<file path="src/rtl/tile_fetch.sv">
// Clocked tile-ROM pixel fetch: (tile, x, y, rotate, mirror) -> ROM address, one-outstanding
// ROM handshake with timeout/error colour. Optional one-entry cache under TILE_FETCH_CACHE_EN.
module tile_fetch #(
  parameter int                TILE_LOG2      = 2,
  parameter int                NUM_TILES_LOG2 = 4,
  parameter int                RGB_W          = 24,
  parameter int                TIMEOUT_CYCLES = 16,
  parameter logic [RGB_W-1:0]  ERR_COLOR      = 24'hFF00FF
) (
  input  logic                                          i_clk,
  input  logic                                          i_rst,
  input  logic [NUM_TILES_LOG2-1:0]                     i_tile_no,
  input  logic [TILE_LOG2-1:0]                          i_tile_x,
  input  logic [TILE_LOG2-1:0]                          i_tile_y,
  input  logic [1:0]                                    i_rotate,
  input  logic [1:0]                                    i_mirror,
  input  logic                                          i_read,
  output logic                                          o_busy,
  output logic [RGB_W-1:0]                              o_rgb_data,
  output logic                                          o_valid,
  output logic                                          o_error,
  input  logic [RGB_W-1:0]                              i_rom_data,
  input  logic                                          i_rom_valid,
  output logic [NUM_TILES_LOG2+2*TILE_LOG2-1:0]         o_rom_address,
  output logic                                          o_rom_read
);

  localparam int ADDR_W = NUM_TILES_LOG2 + 2*TILE_LOG2;
  localparam int CNT_W  = $clog2(TIMEOUT_CYCLES);

  typedef enum logic [1:0] {S_IDLE, S_ISSUE, S_WAIT} state_t;

  // T-1-c equals ~c for a TILE_LOG2-bit coordinate, so rotation/mirror is pure inversion and swap.
  function automatic logic [ADDR_W-1:0] map_addr(
    input logic [NUM_TILES_LOG2-1:0] tile,
    input logic [TILE_LOG2-1:0]      x,
    input logic [TILE_LOG2-1:0]      y,
    input logic [1:0]                rot,
    input logic [1:0]                mir
  );
    logic [TILE_LOG2-1:0] xr, yr;
    case (rot)
      2'd0:    begin xr = x;  yr = y;  end
      2'd1:    begin xr = y;  yr = ~x; end
      2'd2:    begin xr = ~x; yr = ~y; end
      default: begin xr = ~y; yr = x;  end
    endcase
    if (mir[0]) yr = ~yr;
    if (mir[1]) xr = ~xr;
    return {tile, yr, xr};
  endfunction

  state_t             state_q, state_d;
  logic [CNT_W-1:0]   cnt_q, cnt_d;
  logic [ADDR_W-1:0]  addr_q, addr_d;
  logic [RGB_W-1:0]   rgb_q, rgb_d;
  logic               valid_q, valid_d;
  logic               error_q, error_d;
  logic [ADDR_W-1:0]  req_addr;
  logic               cache_hit;
  logic [RGB_W-1:0]   cache_rd;

  assign req_addr = map_addr(i_tile_no, i_tile_x, i_tile_y, i_rotate, i_mirror);

`ifdef TILE_FETCH_CACHE_EN
  logic               cache_vld_q, cache_vld_d;
  logic [ADDR_W-1:0]  cache_addr_q, cache_addr_d;
  logic [RGB_W-1:0]   cache_data_q, cache_data_d;

  assign cache_hit = cache_vld_q && (cache_addr_q == req_addr);
  assign cache_rd  = cache_data_q;

  always_comb begin
    cache_vld_d  = cache_vld_q;
    cache_addr_d = cache_addr_q;
    cache_data_d = cache_data_q;
    if (state_q == S_WAIT && i_rom_valid) begin
      cache_vld_d  = 1'b1;
      cache_addr_d = addr_q;
      cache_data_d = i_rom_data;
    end
  end

  always_ff @(posedge i_clk) begin
    if (i_rst) cache_vld_q <= 1'b0;
    else       cache_vld_q <= cache_vld_d;
    cache_addr_q <= cache_addr_d;
    cache_data_q <= cache_data_d;
  end
`else
  assign cache_hit = 1'b0;
  assign cache_rd  = '0;
`endif

  always_comb begin
    state_d = state_q;
    cnt_d   = cnt_q;
    addr_d  = addr_q;
    rgb_d   = rgb_q;
    valid_d = 1'b0;
    error_d = 1'b0;
    case (state_q)
      S_IDLE: begin
        if (i_read) begin
          if (cache_hit) begin
            rgb_d   = cache_rd;
            valid_d = 1'b1;
          end else begin
            addr_d  = req_addr;
            state_d = S_ISSUE;
          end
        end
      end
      S_ISSUE: begin
        cnt_d   = '0;
        state_d = S_WAIT;
      end
      S_WAIT: begin
        // A valid in the final WAIT cycle still beats the timeout.
        if (i_rom_valid) begin
          rgb_d   = i_rom_data;
          valid_d = 1'b1;
          state_d = S_IDLE;
        end else if (cnt_q == CNT_W'(TIMEOUT_CYCLES-1)) begin
          rgb_d   = ERR_COLOR;
          valid_d = 1'b1;
          error_d = 1'b1;
          state_d = S_IDLE;
        end else begin
          cnt_d = cnt_q + 1'b1;
        end
      end
      default: state_d = S_IDLE;
    endcase
  end

  always_ff @(posedge i_clk) begin
    if (i_rst) begin
      state_q <= S_IDLE;
      cnt_q   <= '0;
      addr_q  <= '0;
      rgb_q   <= '0;
      valid_q <= 1'b0;
      error_q <= 1'b0;
    end else begin
      state_q <= state_d;
      cnt_q   <= cnt_d;
      addr_q  <= addr_d;
      rgb_q   <= rgb_d;
      valid_q <= valid_d;
      error_q <= error_d;
    end
  end

  assign o_busy        = (state_q != S_IDLE);
  assign o_rom_read    = (state_q == S_ISSUE);
  assign o_rom_address = addr_q;
  assign o_rgb_data    = rgb_q;
  assign o_valid       = valid_q;
  assign o_error       = error_q;

endmodule
</file>
<file path="config.mk">
export PLATFORM = sky130hd
export DESIGN_NAME = tile_fetch
export DESIGN_NICKNAME = d
export VERILOG_FILES = /design/src/rtl/tile_fetch.sv
export SDC_FILE = /design/constraint.sdc
export NUM_CORES = 1
export LEC_CHECK = 0
export BUFFER_PORTS_ARGS = -buffer_cell sky130_fd_sc_hd__buf_2
export CELL_PAD_IN_SITES_DETAIL_PLACEMENT = 0
export CELL_PAD_IN_SITES_GLOBAL_PLACEMENT = 1
export CORE_MARGIN = 5
export CORE_UTILIZATION = 30
export DETAILED_ROUTE_END_ITERATION = 16
export PLACE_DENSITY_LB_ADDON = 0.1
export SETUP_SLACK_MARGIN = 0.4
export SLEW_MARGIN = 20
export SYNTH_ARGS = -nofsm -noshare
export SYNTH_HDL_FRONTEND = slang
export SYNTH_SLANG_ARGS = --single-unit
</file>
<file path="constraint.sdc">
create_clock -name i_clk -period 1.46 [get_ports i_clk]
set_input_delay 0.292 -clock i_clk [delete_from_list [all_inputs] [get_ports i_clk]]
set_output_delay 0.292 -clock i_clk [all_outputs]
set_load 0.005 [all_outputs]
</file>
== Yosys cells after proc, flatten, opt, wreduce, memory -nomap -nowiden ==
Cells that the tools add are included.
Operators by class
  multiplexer cells: 15
  bitwise gates (word level): 5
  reduce and logical (&&, ||, !) cells: 11
  $add $sub $neg: 1
  equality and inequality tests: 9
Operator list (count)
  $mux W24: 2
  $pmux W2 S3: 3
  $mux W2: 5
  $mux W4: 2
  $not A2 Y2: 4
  $pmux W4 S2: 1
  $ne A2 B2 Y1 const B: 3
  $reduce_and A2 Y1: 3
  $reduce_bool A2 Y1: 3
  $add A4 B1 Y4 const B: 1
  $eq A2 B1 Y1 const B: 2
  $eq A2 B2 Y1 const B: 2
  $eq A4 B4 Y1 const B: 1
  $logic_not A2 Y1: 2
  $ne A3 B3 Y1 const B: 1
  $reduce_and A3 Y1: 1
  $reduce_or A3 Y1: 1
  $mux W1: 2
  $reduce_or A2 Y1: 1
  $not A1 Y1: 1
Word-level totals
  flip-flop bits (word level): 40
  output and inout bits: 36
  bits of input ports: 40
  logic and storage cells: 47

== Logic depth before layout (Yosys ltp) ==
  depth after elaboration: 4
  gate-level depth with buffers: 5
  depth with buffers taken out: 4

== Worst setup path before layout ==
No wires, ideal clock.
  path kind: register -> register
  from: register cnt_q[0]
  to: register rgb_q[16] (netlist: o_rgb_data[16])
  library setup time: 0.119 ns
  stages on the path, launching flop included: 6
  arrival time: 1.315 ns
  buffers on the path: 1
  setup slack: 0.026 ns
  period minus slack after synthesis: 1.434 ns
  cells stage by stage: dfxtp_1 > ha_1 > a31oi_2 > nor2_4 > buf_6 > o221a_2
On the way
  word-level cells in the longest chain between the ends: 3
Ends and longest elaborated chain
  start: declaration: line 54  | logic [CNT_W-1:0] cnt_q, cnt_d;
  start signal: assignment: line 147  | cnt_q <= cnt_d;
  $eq A4 B4 Y1: line 124  | end else if (cnt_q == CNT_W'(TIMEOUT_CYCLES-1)) begin
  $reduce_bool A2 Y1 (no source line)
  $reduce_and A2 Y1 (no source line)
  end signal: assignment: line 149  | rgb_q <= rgb_d;
  end: declaration: line 56  | logic [RGB_W-1:0] rgb_q, rgb_d;
No other way between the ends.
A chain may end at the register's enable or synchronous reset.

== Worst setup path after layout ==
  from: register cnt_q[0]
  to: register rgb_q[23] (netlist: o_rgb_data[23])
Same word-level chain as after synthesis.

==> metrics.txt <==
run status=completed; Setup crit end kind=flip-flop; Leak=roughly 0.0013 uW; number of flops mapped to enable cells by yosys=0; post-DR wirelength/cell=14.3 um; CTS hold repair buffers=0; Setup WS pre-CTS=0.127 ns; gate count after technology mapping=roughly 160; met2 track demand over resource in global routing=between 20% and 30%; Post-synth top flop=dfxtp_1; Buffers on Ports=75; sequential area share after synthesis=between 40% and 50%; startpoint of the most critical setup path=cnt_q[0]$_SDFFE_PP0P_; clk root buf=clkbuf_8; Hold Path Sink=o_rgb_data[15]$_SDFFE_PP0P_; antenna cell count=0; Highest Clock Rate=around 740 MHz; transition time at the pin with the least slew margin=0.385 ns; clock insertion delay at the later pin of the skew report=0.29 ns; GR Layer Usage met3=4.42%; met1 usage in global routing=15.3%; maximum fanout along the worst path=8; worst max-slew margin expressed relative to the limit=approximately three quarters; drt total wl=between 4000 and 5000 um; Power Density=approximately 940 nW/um^2; Initial DRT Pass Iterations=4; maximum buffer depth of the clock tree=2; CTS tree=built; min setup slack post-route=0.101 ns; worst vdd rail ir drop=~0.0005 V; layout cells sized above 1=66.8%; depth of the worst register-to-register path=5; critical path data arrival time=1.55 ns; area of the mapped netlist=between 1500 and 2000 sq um; max-cap violation count=0; H-tree levels=2; Power Total=approximately 2600 uW; yosys synthesis warning count=0; largest net degree at the start of global routing=18; RSZ-0062 raised after global routing=yes; die outline height=between 80 and 90 um; GR peak layer=met2; initial cell density of the core=a little under a third; number of synthesized register bits=40; number of antenna violations at the first check in global routing=0; number of placed I/O pins=76; reg2reg start=cnt_q[0]$_SDFFE_PP0P_; Fillers=slightly above 500; clock sink count=40; count of pins over their slew limit=0; die span in x=approximately 84 um; reg2reg end=o_rgb_data[23]$_SDFFE_PP0P_; ratio of final minimum period to clock period=between 90% and 100%; setup TNS=0 ns; number of buffers created by CTS=5; number of vias per cell after detailed routing=4.78; number of failing setup endpoints in the final timing report=0; clock-pin slew reported for the worst setup and hold paths after clock tree synthesis=approximately 0.08 ns; Hold Path Depth=3; vias in the first global route=roughly 1,500; startpoint types=flip-flop; number of routed nets with antenna violations=0; GRT Residual Overflow=0; final hold vios=0; global-route wire length before repair=7400 um; global-route usage over all layers=12.8%; syn nets=approximately 200; async set-reset flop share out of synthesis=0%; launch point of the worst hold path=i_rom_data[15]; layout net count=302; slack of the worst reg-to-reg path=~0.10 ns; Final GP Congestion=~0.73; vias after detailed routing=between 1,500 and 2,000; worst path required time=1.65 ns; Iteration-0 DRC Markers=87; most common cell after layout, fill and taps aside=buf_2; DP HPWL=around 3100 um; mean cell area of the mapped netlist=roughly 10 sq um; signed area change from the synthesized netlist to the final layout=64.5%; DR DRC count=0; Std-Cell Rows=27; shortest clock period the worst path allows after layout=1.36 ns; Critical Setup Path Class=reg -> reg; Core Footprint=roughly 5400 sq um; class of the tightest hold or removal check=in -> reg; post-route clock skew=about 0.0044 ns; Total Die Area=7130 sq um; synth unique cells=38; most used cells in the layout excluding fill and tap cells=73 x buf_2, 23 x dfxtp_2, 20 x buf_4, 15 x o221a_4, 13 x dfxtp_1
[flip-flops by register name, indices dropped and copies added, names as in the netlist]
name / count
cnt_q: 4
o_error: 1
o_rgb_data: 24
o_rom_address: 8
o_valid: 1
state_q: 2
[critical path, cell delays in order (launching register included)]
cell and delay [ns]:
dfxtp_4 0.36, ha_4 0.17, a31oi_4 0.21, nor2_4 0.07
clkbuf_16 0.17, o221a_4 0.27
[where the power goes]
group | switching, uW | internal [uW]
logic | 175 | 235
registers | 33.6 | 1140
clock network | 395 | 603
[per-layer routing]
layer,routed length (um),up-vias
met5,0,-
met4,66,0
met3,283,6
met2,2380,38
met1,2050,751
li1,-,802
[layout make-up]
class                      instances  area [sq um]  area share [%]
multi-input combinational        107           972            35.6
tap                               72          90.1            3.30
clock buffer                       7          96.3            3.53
timing repair buffer             104           688            25.2
sequential                        40           845            30.9
clock inverter                     1          30.0            1.10
inverter                           3          11.3           0.412
[timing repair]
item,in CTS,in global routing
gates cloned,0,2
gates resized for setup,16,43
pin swaps,3,10
setup buffers,10,11
endpoints found under the setup margin,45,59
[Yosys cell counts (2+ instances only)]
library cell / instances / area share (%)
a21oi_1: 11 / 3.3
a22oi_1: 2 / 0.90
a31oi_1: 3 / 1.1
and2_2: 3 / 1.4
buf_2: 6 / 1.8
buf_6: 3 / 2.0
clkbuf_1: 2 / 0.45
dfxtp_1: 40 / 48
inv_1: 3 / 0.68
mux2i_1: 6 / 3.6
nand2_1: 10 / 2.3
nand3b_1: 3 / 1.4
nor2_1: 6 / 1.4
nor2b_1: 4 / 1.5
nor3_1: 2 / 0.60
nor4_1: 2 / 0.75
o21ai_0: 12 / 3.6
o21ai_1: 3 / 0.90
o221a_2: 16 / 11
o22ai_1: 2 / 0.75
or3_1: 3 / 1.1
xnor2_1: 4 / 2.1
[metrics by stage]
| stage | cells | instance area [sq um] | hold WS (ns) | utilization, % |
|---|---|---|---|---|
| final | 334 | 2730 | 0.232 | 50.2 |
| after global routing | 334 | 2730 | 0.227 | 50.2 |
| after CTS | 321 | 2420 | 0.227 | 44.4 |
| after detailed placement | 303 | 2120 | 0.470 | 39.0 |
| after global placement | 303 | 2120 | 0.464 | 39.0 |
| after floorplan | 162 | 1690 | 0.371 | - |
[logic make-up (layout without fill, tap and decap cells)]
family          Yosys count  count (layout)  share of synthesized area [%]
compound gates           53              53                           23.9
xor+xnor                  4               4                           2.11
fa+ha+maj                 1               1                          0.753
buf+inv                  15             115                           5.27
flops                    40              40                           48.2
mux                       6               6                           3.61
simple gates             43              43                           16.2
[worst max path at each step]
stage	to	slack [ns]	cells past startpoint
floorplan	o_rgb_data[16]$_SDFFE_PP0P_	0.20	5
global placement	o_rgb_data[2]$_SDFFE_PP0P_	0.14	4
detailed placement	o_rgb_data[1]$_SDFFE_PP0P_	0.13	3
CTS	o_rom_read	0.13	2
global route	o_rgb_data[23]$_SDFFE_PP0P_	0.07	5
finish	o_rgb_data[23]$_SDFFE_PP0P_	0.10	5
Note: power is estimated with default switching activity, not from simulation.
